[config.mk]
export PLATFORM = sky130hd
export DESIGN_NAME = adc_spi_responder_flat
export DESIGN_NICKNAME = d
export VERILOG_FILES = /design/src/rtl/adc_spi_responder_pkg.sv /design/src/rtl/adc_spi_responder_if.sv /design/src/rtl/adc_spi_responder_spi_pin_sync.sv /design/src/rtl/adc_spi_responder.sv /design/src/flat_wrapper.sv
export SDC_FILE = /design/constraint.sdc
export NUM_CORES = 1
export LEC_CHECK = 0
export BUFFER_PORTS_ARGS = -buffer_cell sky130_fd_sc_hd__buf_2
export CAP_MARGIN = 10
export CELL_PAD_IN_SITES_DETAIL_PLACEMENT = 1
export CELL_PAD_IN_SITES_GLOBAL_PLACEMENT = 2
export CORE_UTILIZATION = 35
export CTS_BUF_LIST = sky130_fd_sc_hd__clkbuf_4
export CTS_CLUSTER_DIAMETER = 50
export DETAILED_ROUTE_END_ITERATION = 16
export MAX_ROUTING_LAYER = met4
export PLACE_DENSITY = 0.85
export RECOVER_POWER = 25
export SYNTH_ARGS = -nofsm -noshare
export SYNTH_HDL_FRONTEND = slang
export SYNTH_SLANG_ARGS = --single-unit
[constraint.sdc]
create_clock -name clk -period 1.9 [get_ports clk]
set_input_delay 0.095 -clock clk [delete_from_list [all_inputs] [get_ports clk]]
set_output_delay 0.095 -clock clk [all_outputs]
set_load 0.02 [all_outputs]
[src/rtl/adc_spi_responder_pkg.sv]
// Shared definitions for the emulated 12-bit / 8-channel SAR ADC SPI responder:
// frame length, command field positions, response word layout and FSM states.
package adc_spi_pkg;

  localparam int FRAME_BITS = 16;

  // Command word layout: [15] must be 0, [14:11] mode, [10:7] channel
  localparam logic [3:0] CMD_MODE_CTRL = 4'b0001;
  localparam int MODE_MSB = 14;
  localparam int MODE_LSB = 11;
  localparam int CHAN_MSB = 10;
  localparam int CHAN_LSB = 7;

  // Response word as shifted out on MISO, MSB first
  typedef struct packed {
    logic [3:0]  chan;
    logic [11:0] data;
  } resp_word_t;

  typedef enum logic [1:0] {
    ST_IDLE,
    ST_LOAD,
    ST_SHIFT,
    ST_COMMIT
  } state_e;

  // A command requests a conversion only with the top bit clear and the control mode selected
  function automatic logic is_conversion(input logic [FRAME_BITS-1:0] cmd);
    return (cmd[FRAME_BITS-1] == 1'b0) && (cmd[MODE_MSB:MODE_LSB] == CMD_MODE_CTRL);
  endfunction

endpackage

[src/rtl/adc_spi_responder_if.sv]
// SPI pin bundle between the ADC master and the emulated ADC responder.
// The master drives chip select, clock and command data; the responder drives MISO.
interface adc_spi_responder_if;
  import adc_spi_pkg::*;

  logic adc_csn;
  logic adc_sclk;
  logic adc_mosi;
  logic adc_miso;

  modport master (
    output adc_csn,
    output adc_sclk,
    output adc_mosi,
    input  adc_miso
  );

  modport slave (
    input  adc_csn,
    input  adc_sclk,
    input  adc_mosi,
    output adc_miso
  );

endinterface

[src/rtl/adc_spi_responder_spi_pin_sync.sv]
// Brings one asynchronous SPI pin into the clk domain through SYNC_STAGES flops
// and flags rising/falling edges of the synchronized level. RESET_VAL is the pin's
// idle level so that releasing reset never fakes an edge.
module spi_pin_sync
  import adc_spi_pkg::*;
#(
  parameter int   SYNC_STAGES = 2,
  parameter logic RESET_VAL   = 1'b0
) (
  input  logic clk,
  input  logic reset,
  input  logic pin_i,
  output logic level_o,
  output logic rise_o,
  output logic fall_o
);

  logic [SYNC_STAGES-1:0] sync_d, sync_q;
  logic                   prev_d, prev_q;

  // Advance the synchronizer chain and remember the previous settled level
  always_comb begin
    sync_d    = sync_q;
    sync_d[0] = pin_i;
    for (int i = 1; i < SYNC_STAGES; i++) begin
      sync_d[i] = sync_q[i-1];
    end
    prev_d = sync_q[SYNC_STAGES-1];
  end

  // Synchronizer and edge-history registers
  always_ff @(posedge clk) begin
    if (reset) begin
      sync_q <= {SYNC_STAGES{RESET_VAL}};
      prev_q <= RESET_VAL;
    end else begin
      sync_q <= sync_d;
      prev_q <= prev_d;
    end
  end

  assign level_o = sync_q[SYNC_STAGES-1];
  assign rise_o  = level_o & ~prev_q;
  assign fall_o  = ~level_o & prev_q;

endmodule

[src/rtl/adc_spi_responder.sv]
// SPI responder emulating a 12-bit, 8-channel SAR ADC with MAX11125-style framing.
// Each 16-bit frame shifts in a command and shifts out the response captured for the
// conversion requested in the previous frame.
// Optional build macro: ADC_RESP_CHAN_ID_EN tags the response with the channel
// number in bits [15:12]; without it those bits read zero.
module adc_spi_responder
  import adc_spi_pkg::*;
#(
  parameter int NCH         = 8,
  parameter int SYNC_STAGES = 2
) (
  input  logic                  clk,
  input  logic                  reset,
  adc_spi_responder_if.slave    spi,
  output logic [3:0]            sample_chan,
  input  logic [11:0]           sample_data,
  output logic                  frame_done,
  output logic [FRAME_BITS-1:0] last_cmd
);

  localparam logic [4:0] FRAME_CNT = 5'(FRAME_BITS);
  localparam logic [4:0] NCH_LIM   = 5'(NCH);

  logic csn_level_unused, csn_rise, csn_fall;
  logic sclk_level_unused, sclk_rise, sclk_fall;
  logic mosi_level, mosi_rise_unused, mosi_fall_unused;

  state_e                state_d, state_q;
  logic [4:0]            bitcnt_d, bitcnt_q;
  logic [FRAME_BITS-1:0] cmd_d, cmd_q;
  logic [FRAME_BITS-1:0] shift_d, shift_q;
  logic [FRAME_BITS-1:0] resp_d, resp_q;
  logic [FRAME_BITS-1:0] last_cmd_d, last_cmd_q;
  logic [3:0]            sample_chan_d, sample_chan_q;
  logic                  miso_d, miso_q;
  logic                  capture_d, capture_q;
  logic                  fall_pend_d, fall_pend_q;
  resp_word_t            resp_new;

  spi_pin_sync #(.SYNC_STAGES(SYNC_STAGES), .RESET_VAL(1'b1)) u_csn_sync (
    .clk     (clk),
    .reset   (reset),
    .pin_i   (spi.adc_csn),
    .level_o (csn_level_unused),
    .rise_o  (csn_rise),
    .fall_o  (csn_fall)
  );

  spi_pin_sync #(.SYNC_STAGES(SYNC_STAGES), .RESET_VAL(1'b0)) u_sclk_sync (
    .clk     (clk),
    .reset   (reset),
    .pin_i   (spi.adc_sclk),
    .level_o (sclk_level_unused),
    .rise_o  (sclk_rise),
    .fall_o  (sclk_fall)
  );

  spi_pin_sync #(.SYNC_STAGES(SYNC_STAGES), .RESET_VAL(1'b0)) u_mosi_sync (
    .clk     (clk),
    .reset   (reset),
    .pin_i   (spi.adc_mosi),
    .level_o (mosi_level),
    .rise_o  (mosi_rise_unused),
    .fall_o  (mosi_fall_unused)
  );

  // Build the response word from the currently selected channel; channels past NCH read zero data
  always_comb begin
    resp_new      = '0;
    resp_new.data = ({1'b0, sample_chan_q} < NCH_LIM) ? sample_data : 12'h000;
`ifdef ADC_RESP_CHAN_ID_EN
    resp_new.chan = sample_chan_q;
`else
    resp_new.chan = 4'h0;
`endif
  end

  // Frame FSM: next state, shift registers, MISO bit and commit side effects
  always_comb begin
    state_d       = state_q;
    bitcnt_d      = bitcnt_q;
    cmd_d         = cmd_q;
    shift_d       = shift_q;
    resp_d        = resp_q;
    last_cmd_d    = last_cmd_q;
    sample_chan_d = sample_chan_q;
    miso_d        = miso_q;
    capture_d     = 1'b0;
    fall_pend_d   = fall_pend_q;

    // The cycle after a conversion commit, sample_chan already points at the new channel
    if (capture_q) begin
      resp_d = resp_new;
    end

    unique case (state_q)
      ST_IDLE: begin
        miso_d = 1'b0;
        if (csn_fall || fall_pend_q) begin
          fall_pend_d = 1'b0;
          state_d     = ST_LOAD;
        end
      end

      ST_LOAD: begin
        shift_d  = resp_q;
        bitcnt_d = 5'd0;
        cmd_d    = '0;
        if (csn_rise) begin
          miso_d  = 1'b0;
          state_d = ST_IDLE;
        end else begin
          miso_d  = resp_q[FRAME_BITS-1];
          state_d = ST_SHIFT;
        end
      end

      ST_SHIFT: begin
        if (csn_rise) begin
          miso_d  = 1'b0;
          state_d = (bitcnt_q == FRAME_CNT) ? ST_COMMIT : ST_IDLE;
        end else if (sclk_rise) begin
          if (bitcnt_q < FRAME_CNT) begin
            cmd_d    = {cmd_q[FRAME_BITS-2:0], mosi_level};
            bitcnt_d = bitcnt_q + 5'd1;
          end else begin
            miso_d = 1'b0;
          end
        end else if (sclk_fall) begin
          if ((bitcnt_q != 5'd0) && (bitcnt_q < FRAME_CNT)) begin
            shift_d = {shift_q[FRAME_BITS-2:0], 1'b0};
            miso_d  = shift_q[FRAME_BITS-2];
          end
        end
      end

      ST_COMMIT: begin
        last_cmd_d = cmd_q;
        if (is_conversion(cmd_q)) begin
          sample_chan_d = cmd_q[CHAN_MSB:CHAN_LSB];
          capture_d     = 1'b1;
        end
        if (csn_fall) begin
          fall_pend_d = 1'b1;
        end
        state_d = ST_IDLE;
      end

      default: begin
        state_d = ST_IDLE;
      end
    endcase
  end

  // State and datapath registers with synchronous reset
  always_ff @(posedge clk) begin
    if (reset) begin
      state_q       <= ST_IDLE;
      bitcnt_q      <= 5'd0;
      cmd_q         <= '0;
      shift_q       <= '0;
      resp_q        <= '0;
      last_cmd_q    <= '0;
      sample_chan_q <= 4'h0;
      miso_q        <= 1'b0;
      capture_q     <= 1'b0;
      fall_pend_q   <= 1'b0;
    end else begin
      state_q       <= state_d;
      bitcnt_q      <= bitcnt_d;
      cmd_q         <= cmd_d;
      shift_q       <= shift_d;
      resp_q        <= resp_d;
      last_cmd_q    <= last_cmd_d;
      sample_chan_q <= sample_chan_d;
      miso_q        <= miso_d;
      capture_q     <= capture_d;
      fall_pend_q   <= fall_pend_d;
    end
  end

  assign spi.adc_miso = miso_q;
  assign frame_done   = (state_q == ST_COMMIT);
  assign sample_chan  = sample_chan_q;
  assign last_cmd     = last_cmd_q;

endmodule
[src/flat_wrapper.sv]
// flat-port wrapper written by rule: the top's interface ports become plain ports
module adc_spi_responder_flat import adc_spi_pkg::*;
#(
  parameter int NCH         = 8,
  parameter int SYNC_STAGES = 2
)
  (clk, reset, sample_chan, sample_data, frame_done, last_cmd, spi_adc_csn, spi_adc_sclk, spi_adc_mosi, spi_adc_miso);
  adc_spi_responder_if spi_i ();
  input  logic clk;
  input  logic reset;
  output logic [3:0] sample_chan;
  input  logic [11:0] sample_data;
  output logic frame_done;
  output logic [FRAME_BITS-1:0] last_cmd;
  input wire logic [$bits(spi_i.adc_csn)-1:0] spi_adc_csn;
  input wire logic [$bits(spi_i.adc_sclk)-1:0] spi_adc_sclk;
  input wire logic [$bits(spi_i.adc_mosi)-1:0] spi_adc_mosi;
  output wire logic [$bits(spi_i.adc_miso)-1:0] spi_adc_miso;
  assign spi_i.adc_csn = spi_adc_csn;
  assign spi_i.adc_sclk = spi_adc_sclk;
  assign spi_i.adc_mosi = spi_adc_mosi;
  assign spi_adc_miso = spi_i.adc_miso;
  adc_spi_responder #(.NCH(NCH), .SYNC_STAGES(SYNC_STAGES)) u_core (.clk(clk), .reset(reset), .spi(spi_i), .sample_chan(sample_chan), .sample_data(sample_data), .frame_done(frame_done), .last_cmd(last_cmd));
endmodule
* Word level (Yosys, flattened, before mapping)
Cells that the tools add are included. W data, S select, Z words.
Storage, ports and cells: register bits after elaboration 81, input port bits 17, output and inout bits 22, word-level logic and storage cells 90
Cells by class: add/sub/neg operators 1, order comparisons 2, equality and inequality tests 17, muxes and demuxes 29, bitwise gates (word level) 10, reduce and logical (&&, ||, !) cells 16
Operators by type and width (number):
- $mux W15 | 4
- $mux W16 | 3
- $pmux W16 S2 | 1
- $pmux W15 S2 | 1
- $mux W5 | 3
- $ne A2 B1 Y1 const B | 7
- $mux W12 | 1
- $pmux W5 S2 | 1
- $mux W1 | 8
- $mux W2 | 4
- $ne A4 B1 Y1 const B | 2
- $pmux W2 S4 | 1
- $reduce_and A4 Y1 | 2
- $not A1 Y1 | 6
- $add A5 B1 Y5 const B | 1
- $eq A5 B5 Y1 const B | 1
- $lt A5 B5 Y1 const B | 1
- $reduce_and A5 Y1 | 1
- $reduce_bool A5 Y1 | 1
- $and A1 B1 Y1 | 4
- $eq A2 B2 Y1 const B | 2
- $eq A4 B1 Y1 const B | 1
- $lt A4 B4 Y1 const B | 1
- $ne A2 B2 Y1 const B | 2
- 11 further kinds | 16

* Depth between registers and ports, before layout
depth in word-level cells 7, gate-level depth with buffers 8, gate-level depth less buffers 7

* By module
From an unflattened synthesis, not the netlist that was laid out.
Unflattened totals: cell total of the unflattened synthesis 367, area total of the unflattened synthesis 3373.2 um^2
By module, submodules not included:
- adc_spi_responder | instances 1, cells each 343, area an instance 3098.0 um^2, sequential area each 1461.4 um^2
- spi_pin_sync at u_core.u_mosi_sync ... | instances 2, cells each 8, area an instance 91.3 um^2, sequential area each 60.1 um^2
- spi_pin_sync at u_core.u_csn_sync | instances 1, cells each 8, area an instance 92.6 um^2, sequential area each 60.1 um^2

* Least setup slack after synthesis
OpenSTA, ideal clock, no wires.
path kind flip-flop to flip-flop, start reg u_core.bitcnt_q[0], end reg u_core.shift_q[11], setup time 0.119 ns, arrival time 1.558 ns, data required time 1.781 ns, path slack 0.223 ns, stages on the path, launching flop included 8, buffers on the path 1, period minus slack after synthesis 1.677 ns, cell sequence dfxtp_1 inv_1 ha_1 nor3b_2 nor4b_4 nand3_2 buf_6 o221a_1
Between the ends: longest elaborated chain between the ends 4, elaborated cells between the ends (all ways) 5, classes of those cells order compare (1); eq/ne (1); reduce/logical (3)
RTL lines:
- start: declaration | RTL line adc_spi_responder.sv:29 | logic [4:0] bitcnt_d, bitcnt_q;
- start signal: assignment | RTL line adc_spi_responder.sv:170 | bitcnt_q <= bitcnt_d;
- $lt A5 B5 Y1 or $reduce_bool A5 Y1 (tied branches) | RTL line adc_spi_responder.sv:130 | if ((bitcnt_q != 5'd0) && (bitcnt_q < FRAME_CNT)) begin
- $logic_and A1 B1 Y1 (*) | RTL line adc_spi_responder.sv:130
- $ne A2 B1 Y1 (no source line) (*)
- $reduce_and A5 Y1 (no source line) (*)
- end signal: assignment | RTL line adc_spi_responder.sv:172 | shift_q <= shift_d;
- end: declaration | RTL line adc_spi_responder.sv:31 | logic [FRAME_BITS-1:0] shift_d, shift_q;
Mark *: on every way between the ends. The rest lies on a longest branch, timed or not. A chain may end at the register's enable or synchronous reset.

* Worst setup path after layout
start reg u_core.state_q[1], end out frame_done
Between the ends: longest elaborated chain between the ends 1
RTL lines:
- start: declaration | RTL line adc_spi_responder.sv:28 | state_e state_d, state_q;
- start signal: assignment | RTL line adc_spi_responder.sv:169 | state_q <= state_d;
- $eq A2 B2 Y1 | RTL line adc_spi_responder.sv:183 | assign frame_done = (state_q == ST_COMMIT);
- end: declaration | RTL line flat_wrapper.sv:13 | output logic frame_done;
Every way passes these cells.

==> qor.csv <==
metric;value;unit
startpoint_type;flip-flop;
drv_cap;0;
dpl_cell_area;0.00351;mm^2
p_per_area;954;mW/mm^2
io_buffers;38;
dp_hpwl;4850;um
r2r_slack;0.15;ns
firstDrtPassIters;4;
hp-class;input pin to flip-flop;
synth_edf_count;0;
remaining_drc_errors;0;
place_congestion;0.756;
vias_per_cell;4.96;
final_common_cell;dfxtp_1;
crit_fanout;8;
syn-num-nets;366;
status;complete, no violations;
max_freq;570;MHz
crit_arrival;1.66;ns
cts_num_sinks;81;
leakage;1.45;nW
antenna_found_initial;0;
root_buffer;clkbuf_4;
cts_setup_buffers;0;
ys_types;40;
fill_cells;1051;
wl;7320;um
finalCriticalPeriod;1.75;ns
ir_drop;459;uV
fin_area;0.00376;mm^2
avgSynthCellArea;9.29;um^2
ys.flop_type;dfxtp_1;
cts_buffers;9;
h-tree-depth;3;
finClkSkew;0.0111;ns
ys_seq_area_frac;0.510;
ios;39;
clockBufferDepth;2;
post_drt_wl_per_cell;14.3;um
clk_latency;0.41;ns
rr_startpoint;u_core.bitcnt_q[1];
grt.total_usage;0.169;
period_share;0.923;
num-nets-final;423;
crit_start;u_core.state_q[1];
ant_nets;0;
path_clk_slew;0.13;ns
grt_pass1_wl;12700;um
gr-total-overflow;0;
path_class;flip-flop to primary output;
slew_headroom;0.636;
start_util;0.363;
die_area;0.00947;mm^2
cts_tree;yes;
crit_required;1.80;ns
grt_max_degree;32;
mostFrequentLayoutCells;80 x dfxtp_1, 65 x nor2_1, 30 x a21oi_1;
setup_viol;0;
synth_top_area_frac;0.510;
r2r_end;u_core.shift_q[13];
ys_ff_latch;81;
die_h;97.3;um
hold_viol_final;0;
crit_end;frame_done;
coreArea;0.00876;mm^2
syn_to_final_growth;18.5;%
drive_gt1_frac;0.164;
syn_inst;342;
yosys_warnings;0;
async_flop_share;0;
drv_slew;0;
cp-end-kind;primary output;
num_vias;2535;
setup_tns;0;ns
rows;34;
synth_top_area_cell;dfxtp_1;
antenna_cells;0;
die_w;97.3;um
synth.cell_area;0.00318;mm^2
tightestPinTransition;0.547;ns
reg2regPathDepth;8;
initialDrtViolationCount;86;
rsz0062_at_grt;false;
grt_pass1_vias;2626;
synth_area_leaders;dfxtp_1 51%, nor2_1 7.7%, mux2i_1 6.3%;
==> worst max-delay path, cell delays in order, from the launching register on <==
cell     delay, ns
dfxtp_1       0.46
ha_2          0.39
buf_4         0.22
buf_2         0.17
==> cell usage after synthesis, drive strengths merged (5+ instances only) <==
cell	instances
a21oi	30
a22oi	5
buf	10
clkbuf	9
dfxtp	81
ha	7
inv	5
mux2i	20
nand2	26
nand3	21
nor2	66
nor2b	22
o221a	11
==> metrics by stage <==
step                      hold slack [ns]  instances  power, mW   util  setup slack [ns]
after floorplan                     0.199        342       2.53      -             0.223
after global placement              0.282        481       2.71  0.401             0.172
after detailed placement            0.292        481       2.73  0.401            0.0694
after CTS                           0.138        511       3.61  0.430            0.0520
after global routing                0.163        511       3.82  0.430            0.0265
final                               0.143        511       3.59  0.430             0.146
==> cell type report <==
cell class	count	area, um^2	area share
clock inverter	6	36.3	0.00964
tap	108	135	0.0359
multi-input combinational	236	1440	0.383
sequential	81	1620	0.431
inverter	5	18.8	0.00499
timing repair buffer	66	442	0.117
clock buffer	9	67.6	0.0179
==> state kept, by name, indices dropped and copies added, names as in the netlist <==
register,flops
u_core.fall_pend_q,1
u_core.resp_q,12
u_core.shift_q,15
u_core.cmd_q,16
u_core.u_csn_sync.prev_q,1
u_core.sample_chan,4
u_core.capture_q,1
u_core.u_csn_sync.sync_q,2
u_core.state_q,2
u_core.u_mosi_sync.sync_q,2
u_core.last_cmd,16
u_core.u_sclk_sync.prev_q,1
u_core.bitcnt_q,5
u_core.u_sclk_sync.sync_q,2
u_core.spi.adc_miso,1
==> timing repair <==
action / in CTS / in global routing
endpoints found under the hold margin: 15 / 0
endpoints found under the setup margin: 1 / 15
resized for setup: 1 / 4
cloned: 0 / 0
hold buffers: 15 / 0
==> metal layers <==
layer,track usage,share of wire,vias up
met4,0.0407,0.011,0
met3,0.0345,0.024,8
met2,0.281,0.48,36
li1,-,-,1273
met5,-,0,-
met1,0.210,0.49,1218
==> logic make-up after synthesis <==
kind of cell	Yosys count	synth area share
AND/OR/NAND/NOR	156	0.243
flip-flops	81	0.510
AO/OA/AOI/OAI	51	0.110
buffers and inverters	25	0.0409
multiplexers	20	0.0630
adder cells (fa/ha/maj)	7	0.0276
XOR/XNOR	2	0.00551
==> worst min-delay path by stage <==
stage	from	end	slack, ns	cells past startpoint
after CTS	reset	u_core.last_cmd[7]	0.14	2
after floorplan	spi_adc_csn	u_core.u_csn_sync.sync_q[0]	0.20	1
after detailed placement	spi_adc_csn	u_core.u_csn_sync.sync_q[0]	0.29	2
after global routing	reset	u_core.shift_q[12]	0.16	2
after global placement	spi_adc_csn	u_core.u_csn_sync.sync_q[0]	0.28	2
final	reset	u_core.last_cmd[7]	0.14	2
==> where the power goes <==
group | internal (mW) | leakage [nW] | switching, mW
clock | 0.252 | 0.0512 | 0.583
combinational | 0.355 | 0.745 | 0.490
sequential | 1.83 | 0.656 | 0.0863
total | 2.43 | 1.45 | 1.16
(Power assumes the default switching activity.)
